===== config.mk =====
export PLATFORM = sky130hd
export DESIGN_NAME = receptor_serial
export DESIGN_NICKNAME = d
export VERILOG_FILES = /design/src/rtl/receptor_serial.sv
export SDC_FILE = /design/constraint.sdc
export NUM_CORES = 1
export LEC_CHECK = 0
export CORE_AREA = 2 2 58 60
export DETAILED_ROUTE_END_ITERATION = 8
export DIE_AREA = 0 0 60 62
export SYNTH_ARGS = -nofsm -noshare
export SYNTH_HDL_FRONTEND = slang
export SYNTH_SLANG_ARGS = --single-unit

===== constraint.sdc =====
create_clock -name clk -period 2.15 [get_ports clk]
set_clock_uncertainty 0.2 [all_clocks]
set_input_delay 0.3225 -clock clk [delete_from_list [all_inputs] [get_ports clk]]
set_output_delay 0.3225 -clock clk [all_outputs]
set_load 0.01 [all_outputs]

===== src/rtl/receptor_serial.sv =====
// receptor_serial: asynchronous serial receiver for the character decoder.
// Frame: start(0), 7 data bits MSB first, odd parity, stop(1).
// Good characters are presented on Caractere with a one-cycle Controle strobe;
// parity or stop errors produce a single one-cycle Erro pulse.
module receptor_serial #(
    parameter int CICLOS_POR_BIT = 4
) (
    input  logic       clk,
    input  logic       Reset,
    input  logic       Serial_in,
    output logic [6:0] Caractere,
    output logic       Controle,
    output logic       Erro,
    output logic       Codigo_conhecido,
    output logic       Ocupado
);

    localparam int CNT_W = $clog2(CICLOS_POR_BIT);
    localparam logic [CNT_W-1:0] CNT_HALF_LAST = CNT_W'(CICLOS_POR_BIT / 2 - 1);
    localparam logic [CNT_W-1:0] CNT_BIT_LAST  = CNT_W'(CICLOS_POR_BIT - 1);

    typedef enum logic [2:0] {
        OCIOSO,
        START,
        DADOS,
        PARIDADE,
        STOP,
        ESPERA_LINHA
    } estado_t;

    // Odd parity holds when data plus parity bit carry an odd number of ones.
    function automatic logic parity_ok(input logic [6:0] dado, input logic par);
        return ^{dado, par};
    endfunction

    // Membership in the decoder's table of known codes C1..C8.
    function automatic logic codigo_valido(input logic [6:0] dado);
        case (dado)
            7'b1100000, 7'b1000100, 7'b1111100, 7'b1011010,
            7'b1101110, 7'b1001001, 7'b1110101, 7'b1010011: return 1'b1;
            default:                                          return 1'b0;
        endcase
    endfunction

    logic             sync_p0;
    logic             sync_p1;
    logic             s;

    estado_t          estado;
    estado_t          estado_n;
    logic [CNT_W-1:0] cnt;
    logic [CNT_W-1:0] cnt_n;
    logic [2:0]       nbits;
    logic [2:0]       nbits_n;

    logic [6:0]       dado_sr;
    logic             par_bit;

    logic             shift_en;
    logic             par_en;
    logic             carga_ok;
    logic             carga_erro;

    assign s       = sync_p1;
    assign Ocupado = (estado != OCIOSO);

    // Two-flop synchronizer for the asynchronous line; idles high out of reset.
    always_ff @(posedge clk) begin
        if (Reset) begin
            sync_p0 <= 1'b1;
            sync_p1 <= 1'b1;
        end else begin
            sync_p0 <= Serial_in;
            sync_p1 <= sync_p0;
        end
    end

    // FSM state and bit-timing counters.
    always_ff @(posedge clk) begin
        if (Reset) begin
            estado <= OCIOSO;
            cnt    <= '0;
            nbits  <= '0;
        end else begin
            estado <= estado_n;
            cnt    <= cnt_n;
            nbits  <= nbits_n;
        end
    end

    // Next-state logic: mid-bit sampling relative to the synchronized start edge.
    always_comb begin
        estado_n   = estado;
        cnt_n      = cnt + CNT_W'(1);
        nbits_n    = nbits;
        shift_en   = 1'b0;
        par_en     = 1'b0;
        carga_ok   = 1'b0;
        carga_erro = 1'b0;
        case (estado)
            OCIOSO: begin
                cnt_n   = '0;
                nbits_n = '0;
                if (!s) estado_n = START;
            end
            START: begin
                if (cnt == CNT_HALF_LAST) begin
                    cnt_n    = '0;
                    estado_n = s ? OCIOSO : DADOS;
                end
            end
            DADOS: begin
                if (cnt == CNT_BIT_LAST) begin
                    cnt_n    = '0;
                    shift_en = 1'b1;
                    nbits_n  = nbits + 3'd1;
                    if (nbits == 3'd6) estado_n = PARIDADE;
                end
            end
            PARIDADE: begin
                if (cnt == CNT_BIT_LAST) begin
                    cnt_n    = '0;
                    par_en   = 1'b1;
                    estado_n = STOP;
                end
            end
            STOP: begin
                if (cnt == CNT_BIT_LAST) begin
                    cnt_n = '0;
                    if (s) begin
                        // A bad parity with a good stop is still a single error.
                        if (parity_ok(dado_sr, par_bit)) carga_ok = 1'b1;
                        else                             carga_erro = 1'b1;
                        estado_n = OCIOSO;
                    end else begin
                        carga_erro = 1'b1;
                        estado_n   = ESPERA_LINHA;
                    end
                end
            end
            ESPERA_LINHA: begin
                // A held-low line (break) must return high before a new start is seen.
                cnt_n = '0;
                if (s) estado_n = OCIOSO;
            end
            default: begin
                cnt_n    = '0;
                nbits_n  = '0;
                estado_n = OCIOSO;
            end
        endcase
    end

    // Internal data shift register and captured parity bit.
    always_ff @(posedge clk) begin
        if (shift_en) dado_sr <= {dado_sr[5:0], s};
        if (par_en)   par_bit <= s;
    end

    // Output register: character, known-code flag and the one-cycle strobes.
    always_ff @(posedge clk) begin
        if (Reset) begin
            Caractere        <= '0;
            Codigo_conhecido <= 1'b0;
            Controle         <= 1'b0;
            Erro             <= 1'b0;
        end else begin
            Controle <= carga_ok;
            Erro     <= carga_erro;
            if (carga_ok) begin
                Caractere        <= dado_sr;
                Codigo_conhecido <= codigo_valido(dado_sr);
            end
        end
    end

endmodule

==> out/results.ini, run 1 <==
[place]
dp_cells = 202
dp_hpwl_mm = 1.97
io_buffer_count = 13
gp_congestion = 0.736

[power]
leakage_nw = 0.602
vdd_drop_max_mv = 0.335
powerDensity_nw_per_um2 = 552

[global_route]
grt-ovfl-total = 0
globalRouteMet1Util = 0.217
grt_pass1_wl_mm = 4.06
antenna_found_initial = 0
top_usage_layer = met2
grt_max_degree = 17
grt_pass1_vias = 838
met2_usage = 0.222
track_usage = 0.149
grt_use_met3 = 0.0248

[sta]
rsz0062_at_grt = false
finalCritPeriodShare = 0.921
finalSetupTns_ns = 0
tightest_slew_ns = 0.390
finalHoldViolCount = 0
maxSlewViolCount = 0
timing.slew.headroom = 0.736
min_period_ns = 1.98
finalSetupViolCount = 0
max_freq_ghz = 0.505

[die]
start_util = 0.424
die_w_um = 60
die_height_um = 62
io_pins = 14
core_um2 = 3180
die-area_um2 = 3720
rows = 21

[routing]
vias_per_cell = 4.97
drt_iter0_markers = 17
routedWlPerCell_um = 12.4
route.vias.total = 1024
drt-total-wl_mm = 2.55
drc = 0
first_pass_iters = 4
ant_nets = 0

[cts]
cts_tree = built
cts_inserted_buffers = 3
htreeDepth = 1
cts.reportedPaths.clkPinSlew_ns = 0.15
cts_num_sinks = 28
clk_path_buf_depth = 2
cts_root_buffer = clkbuf_4
insertion_delay_ns = 0.33
cts_setup_buffers = 0

[logic_synthesis]
syn_area_per_cell_um2 = 10.1
synth_cell_types = 39
synthTopCellsByArea = dfxtp_1 (30%), edfxtp_1 (18%), ha_1 (4.6%), nand2b_1 (4.6%), xnor2_1 (4.5%)
ys_seq_area_frac = 0.475
synth.net_count = 142
synth-seq-cells = 28
netlist.area_leader.share = 0.297
synth_top_area_cell = dfxtp_1
ys_warn_count = 0
syn-instance-count = 134
syn_area_um2 = 1350

[cells_and_area]
final_cells = 206
area_delta_synth_final_pct = 24.5
fillerInstances = 304
seqCellArea_um2 = 644
antenna_cells = 0
layout-drive-gt1-share = 0.175
multi_input_area_um2 = 657
layout.nets = 169

[run]
drv_cap = 0

[critical_path]
cp_data_required_time_ns = 2.22
cp-start-kind = flip-flop
worstSetupPathType = flip-flop to flip-flop
critPathCaptureType = flip-flop
r2r_setup_slack_ns = 0.17
crit_arrival_ns = 2.05
critPathMaxFanout = 7

[status]
status = completed

[hold_path]
hold_class = flip-flop to flip-flop

-- cells in the mapped netlist --
master,number
clkbuf_1,4
nand3_1,1
ha_1,5
and4bb_2,1
nor4_1,1
a22oi_1,1
dfxtp_1,20
xor2_1,2
nor3_1,4
edfxtp_1,8
nor3_2,1
nor4b_1,1
xnor2_2,1
nand2_2,1
a211o_2,1
xnor2_1,7
a211oi_1,2
and2_0,1
a2111oi_0,1
nand2b_1,10
nor2b_1,1
buf_2,2
o41ai_2,1
or4bb_1,1
o21a_1,1
o211ai_1,1
mux2i_1,3
a41oi_1,1
a21oi_1,6
nand4b_1,6
a211o_1,1
o21ai_0,7
nor2_1,13
nor4bb_1,1
or2_2,2
nand2_1,4
nor3b_1,1
or3_1,2
inv_1,7
-- power breakdown --
group,internal [mW],leakage [nW],switching (mW)
registers,0.542,0.234,0.00193
clock network,0.189,0.0279,0.161
logic,0.0188,0.341,0.0153
total,0.749,0.602,0.178
-- cells by family after synthesis --
group,after synthesis,synth area share
buffers and inverters,13,0.0380
and+or+nand+nor,52,0.233
muxes,3,0.0223
adders and majority gates,5,0.0464
AOI/OAI and AO/OA,23,0.115
DFF,28,0.475
xor gates and xnor gates,10,0.0705
-- worst paths after layout --
kind / start / endpoint / cells after the start
hold / removal: sync_p0$_SDFF_PP1_ / s$_SDFF_PP1_ / 1
setup reg to reg: dado_sr[3]$_DFFE_PP_ / Caractere[6]$_SDFFE_PP0P_ / 5
setup / recovery: dado_sr[3]$_DFFE_PP_ / Caractere[6]$_SDFFE_PP0P_ / 5
hold reg to reg: sync_p0$_SDFF_PP1_ / s$_SDFF_PP1_ / 1
-- stage by stage --
| stage | setup WS [ns] | util | power, mW | area, µm² | hold slack [ns] |
|---|---|---|---|---|---|
| after floorplan | 0.279 | - | 0.576 | 1350 | 0.189 |
| after global placement | 0.258 | 0.511 | 0.591 | 1620 | 0.202 |
| after detailed placement | 0.187 | 0.511 | 0.591 | 1620 | 0.194 |
| after CTS | 0.157 | 0.528 | 0.934 | 1680 | 0.228 |
| after global routing | 0.0213 | 0.528 | 0.955 | 1680 | 0.256 |
| final | 0.169 | 0.528 | 0.928 | 1680 | 0.227 |
-- cell type report --
| cell class | count | share of cell area |
|---|---|---|
| multi-input cells | 93 | 0.391 |
| flip-flops and latches | 28 | 0.384 |
| repair buffers | 28 | 0.144 |
| well taps | 46 | 0.0343 |
| clock inverters | 1 | 0.0179 |
| inverters | 7 | 0.0156 |
| clock buffers | 3 | 0.0134 |
-- flip-flops by register name, summed over array words and instances (netlist names) --
name / flops
cnt: 2
par_bit: 1
sync_p0: 1
Caractere: 7
Codigo_conhecido: 1
Controle: 1
s: 1
Erro: 1
dado_sr: 7
estado: 3
nbits: 3
-- repair_timing --
item,in CTS,in global routing
hold buffers,0,0
endpoints found under the setup margin,1,0
resized for setup,3,0
-- metal layers --
| metal | share of wire | vias up |
|---|---|---|
| li1 | - | 527 |
| met3 | 0.031 | 4 |
| met1 | 0.51 | 475 |
| met5 | 0 | - |
| met4 | 0.013 | 0 |
| met2 | 0.44 | 18 |
-- critical path: stages, from the launching register on --
cell and delay [ns]:
edfxtp_1 0.50, xnor2_1 0.27, xnor2_1 0.19, xnor2_2 0.18
and2_0 0.37, mux2i_1 0.22
-- cell usage in the layout (no fill, tap or decap), types with 2 or more instances in the layout --
cell type	count
dfxtp_1	19
buf_4	15
nor2_1	13
clkdlybuf4s50_1	12
nand2b_1	10
edfxtp_1	8
inv_1	7
xnor2_1	7
o21ai_0	7
nand4b_1	6
a21oi_1	6
ha_1	5
nand2_1	4
nor3_1	4
mux2i_1	3
clkbuf_4	3
or3_1	2
xor2_1	2
a211oi_1	2
or2_2	2
No activity file was read; power rests on OpenSTA's default activity.
==> inputs of run 2 (changes only) <==
- CORE_AREA: 2 2 58 60 -> 2 2 53 55
- DIE_AREA: 0 0 60 62 -> 0 0 55 57
- PLACE_DENSITY: unset -> 0.75
==> out/results.ini, run 2 (same netlist as run 1, synthesis figures left out) <==
[routing]
drt_iter0_markers = 18
drt-total-wl_mm = 2.48
first_pass_iters = 4
drc = 0
ant_nets = 0
vias_per_cell = 5.44
route.vias.total = 1023
routedWlPerCell_um = 13.2

[critical_path]
cp_data_required_time_ns = 2.15
crit_arrival_ns = 2.03
crit-reg2reg-capture = Erro$_SDFF_PP0_
r2r_setup_slack_ns = 0.13
critPathMaxFanout = 5
worstSetupPathType = flip-flop to flip-flop
cp-start-kind = flip-flop
critPathCaptureType = flip-flop
r2r-start = dado_sr[5]$_DFFE_PP_
rr_worst_depth = 4

[cts]
cts_root_buffer = clkbuf_4
cts_tree = built
holdBufCountCts = 0
cts_num_sinks = 28
htreeDepth = 1
cts.reportedPaths.clkPinSlew_ns = 0.15
insertion_delay_ns = 0.32
clk_path_buf_depth = 2
cts_inserted_buffers = 3

[cells_and_area]
layout.nets = 166
fillerInstances = 233
final_common_cell = dfxtp_1
layout-drive-gt1-share = 0.153
reg_top3 = Caractere: 7 flops, dado_sr: 7 flops
layout.cells.most_common_list = dfxtp_1 (18), nor2_1 (13), clkdlybuf4s50_1 (12)
area_delta_synth_final_pct = 19.6
multi_input_area_um2 = 667
seqCellArea_um2 = 643
antenna_cells = 0

[die]
rows = 19
die_w_um = 55
die-area_um2 = 3140
start_util = 0.516
io_pins = 14
die_height_um = 57
core_um2 = 2620

[hold_path]
hold_path_end = s$_SDFF_PP1_
hold_class = flip-flop to flip-flop
min_delay_path_depth = 1
min_from = sync_p0$_SDFF_PP1_

[global_route]
track_usage = 0.179
grt_max_degree = 16
grt-ovfl-total = 0
antenna_found_initial = 0
grt_pass1_wl_mm = 4.17
grt_pass1_vias = 950

[power]
leakage_nw = 0.572
powerDensity_nw_per_um2 = 490
vdd_drop_max_mv = 0.327

[place]
place_ws_ns = 0.0707
io_buffer_count = 13
gp_congestion = 0.725
dp_hpwl_mm = 1.83

[sta]
timing.hold.ws_ns = 0.225
setup_slack_ns = 0.128
finalHoldViolCount = 0
maxSlewViolCount = 0
max_freq_ghz = 0.494
min_period_ns = 2.02
tightest_slew_ns = 0.413
timing.slew.headroom = 0.723
finalSetupViolCount = 0
finalCritPeriodShare = 0.941

[status]
status = completed

[run]
drv_cap = 0

run 2: cell count changes in the layout (fill, tap and decap cells not counted), sizes merged:
cell / before / now
xnor2: 8 / 9
clkbuf: 3 / 4
buf: 15 / 11
bufinv: 1 / 0
run 2: per-layer routing:
metal	GRT usage	routed length, µm
met5	0	0
met4	0.0627	17
met3	0.0262	61
met2	0.291	1300
met1	0.238	1090
run 2: worst max path at each step:
stage	startpoint	depth (start not counted)	slack, ns	end
final	dado_sr[5]$_DFFE_PP_	4	0.13	Erro$_SDFF_PP0_
after global routing	dado_sr[5]$_DFFE_PP_	5	-0.01	Caractere[6]$_SDFFE_PP0P_
after CTS	dado_sr[5]$_DFFE_PP_	5	0.04	Caractere[6]$_SDFFE_PP0P_
after detailed placement	dado_sr[5]$_DFFE_PP_	5	0.07	Caractere[1]$_SDFFE_PP0P_
after global placement	dado_sr[3]$_DFFE_PP_	5	0.16	Caractere[6]$_SDFFE_PP0P_
after floorplan	dado_sr[1]$_DFFE_PP_	6	0.28	Caractere[6]$_SDFFE_PP0P_
run 2: area by class of cell:
| type | instances | share of cell area |
|---|---|---|
| well taps | 31 | 0.0240 |
| multi-input cells | 94 | 0.413 |
| flip-flops and latches | 28 | 0.399 |
| inverters | 7 | 0.0163 |
| clock buffers | 4 | 0.0163 |
| repair buffers | 24 | 0.131 |
run 2: through the flow:
| stage | TNS (ns) | total power, mW | utilization | cell area [µm²] | std cells |
|---|---|---|---|---|---|
| after global placement | 0 | 0.587 | 0.597 | 1560 | 181 |
| after floorplan | 0 | 0.576 | - | 1350 | 134 |
| after detailed placement | 0 | 0.588 | 0.597 | 1560 | 181 |
| after global routing | -0.0103 | 0.831 | 0.617 | 1610 | 188 |
| after CTS | 0 | 0.806 | 0.607 | 1590 | 185 |
| final | 0 | 0.791 | 0.617 | 1610 | 188 |
run 2: timing repair:
action | CTS | global route
gates resized for setup | 3 | 2
setup endpoints to repair | 1 | 8
buffers inserted | 0 | 2
cloned | 0 | 1
pin swaps | 0 | 1
run 2: worst max-delay path, cell delays in order, from the launching register on:
cell	delay (ns)
edfxtp_1	0.48
xnor2_1	0.19
xnor2_1	0.35
xnor2_1	0.22
a2111oi_1	0.47
run 2: report_power, final:
part           internal (mW)  switching (mW)  leakage (nW)
Sequential             0.543         0.00414         0.234
Combinational         0.0161          0.0128         0.323
Clock                 0.0725           0.143        0.0150
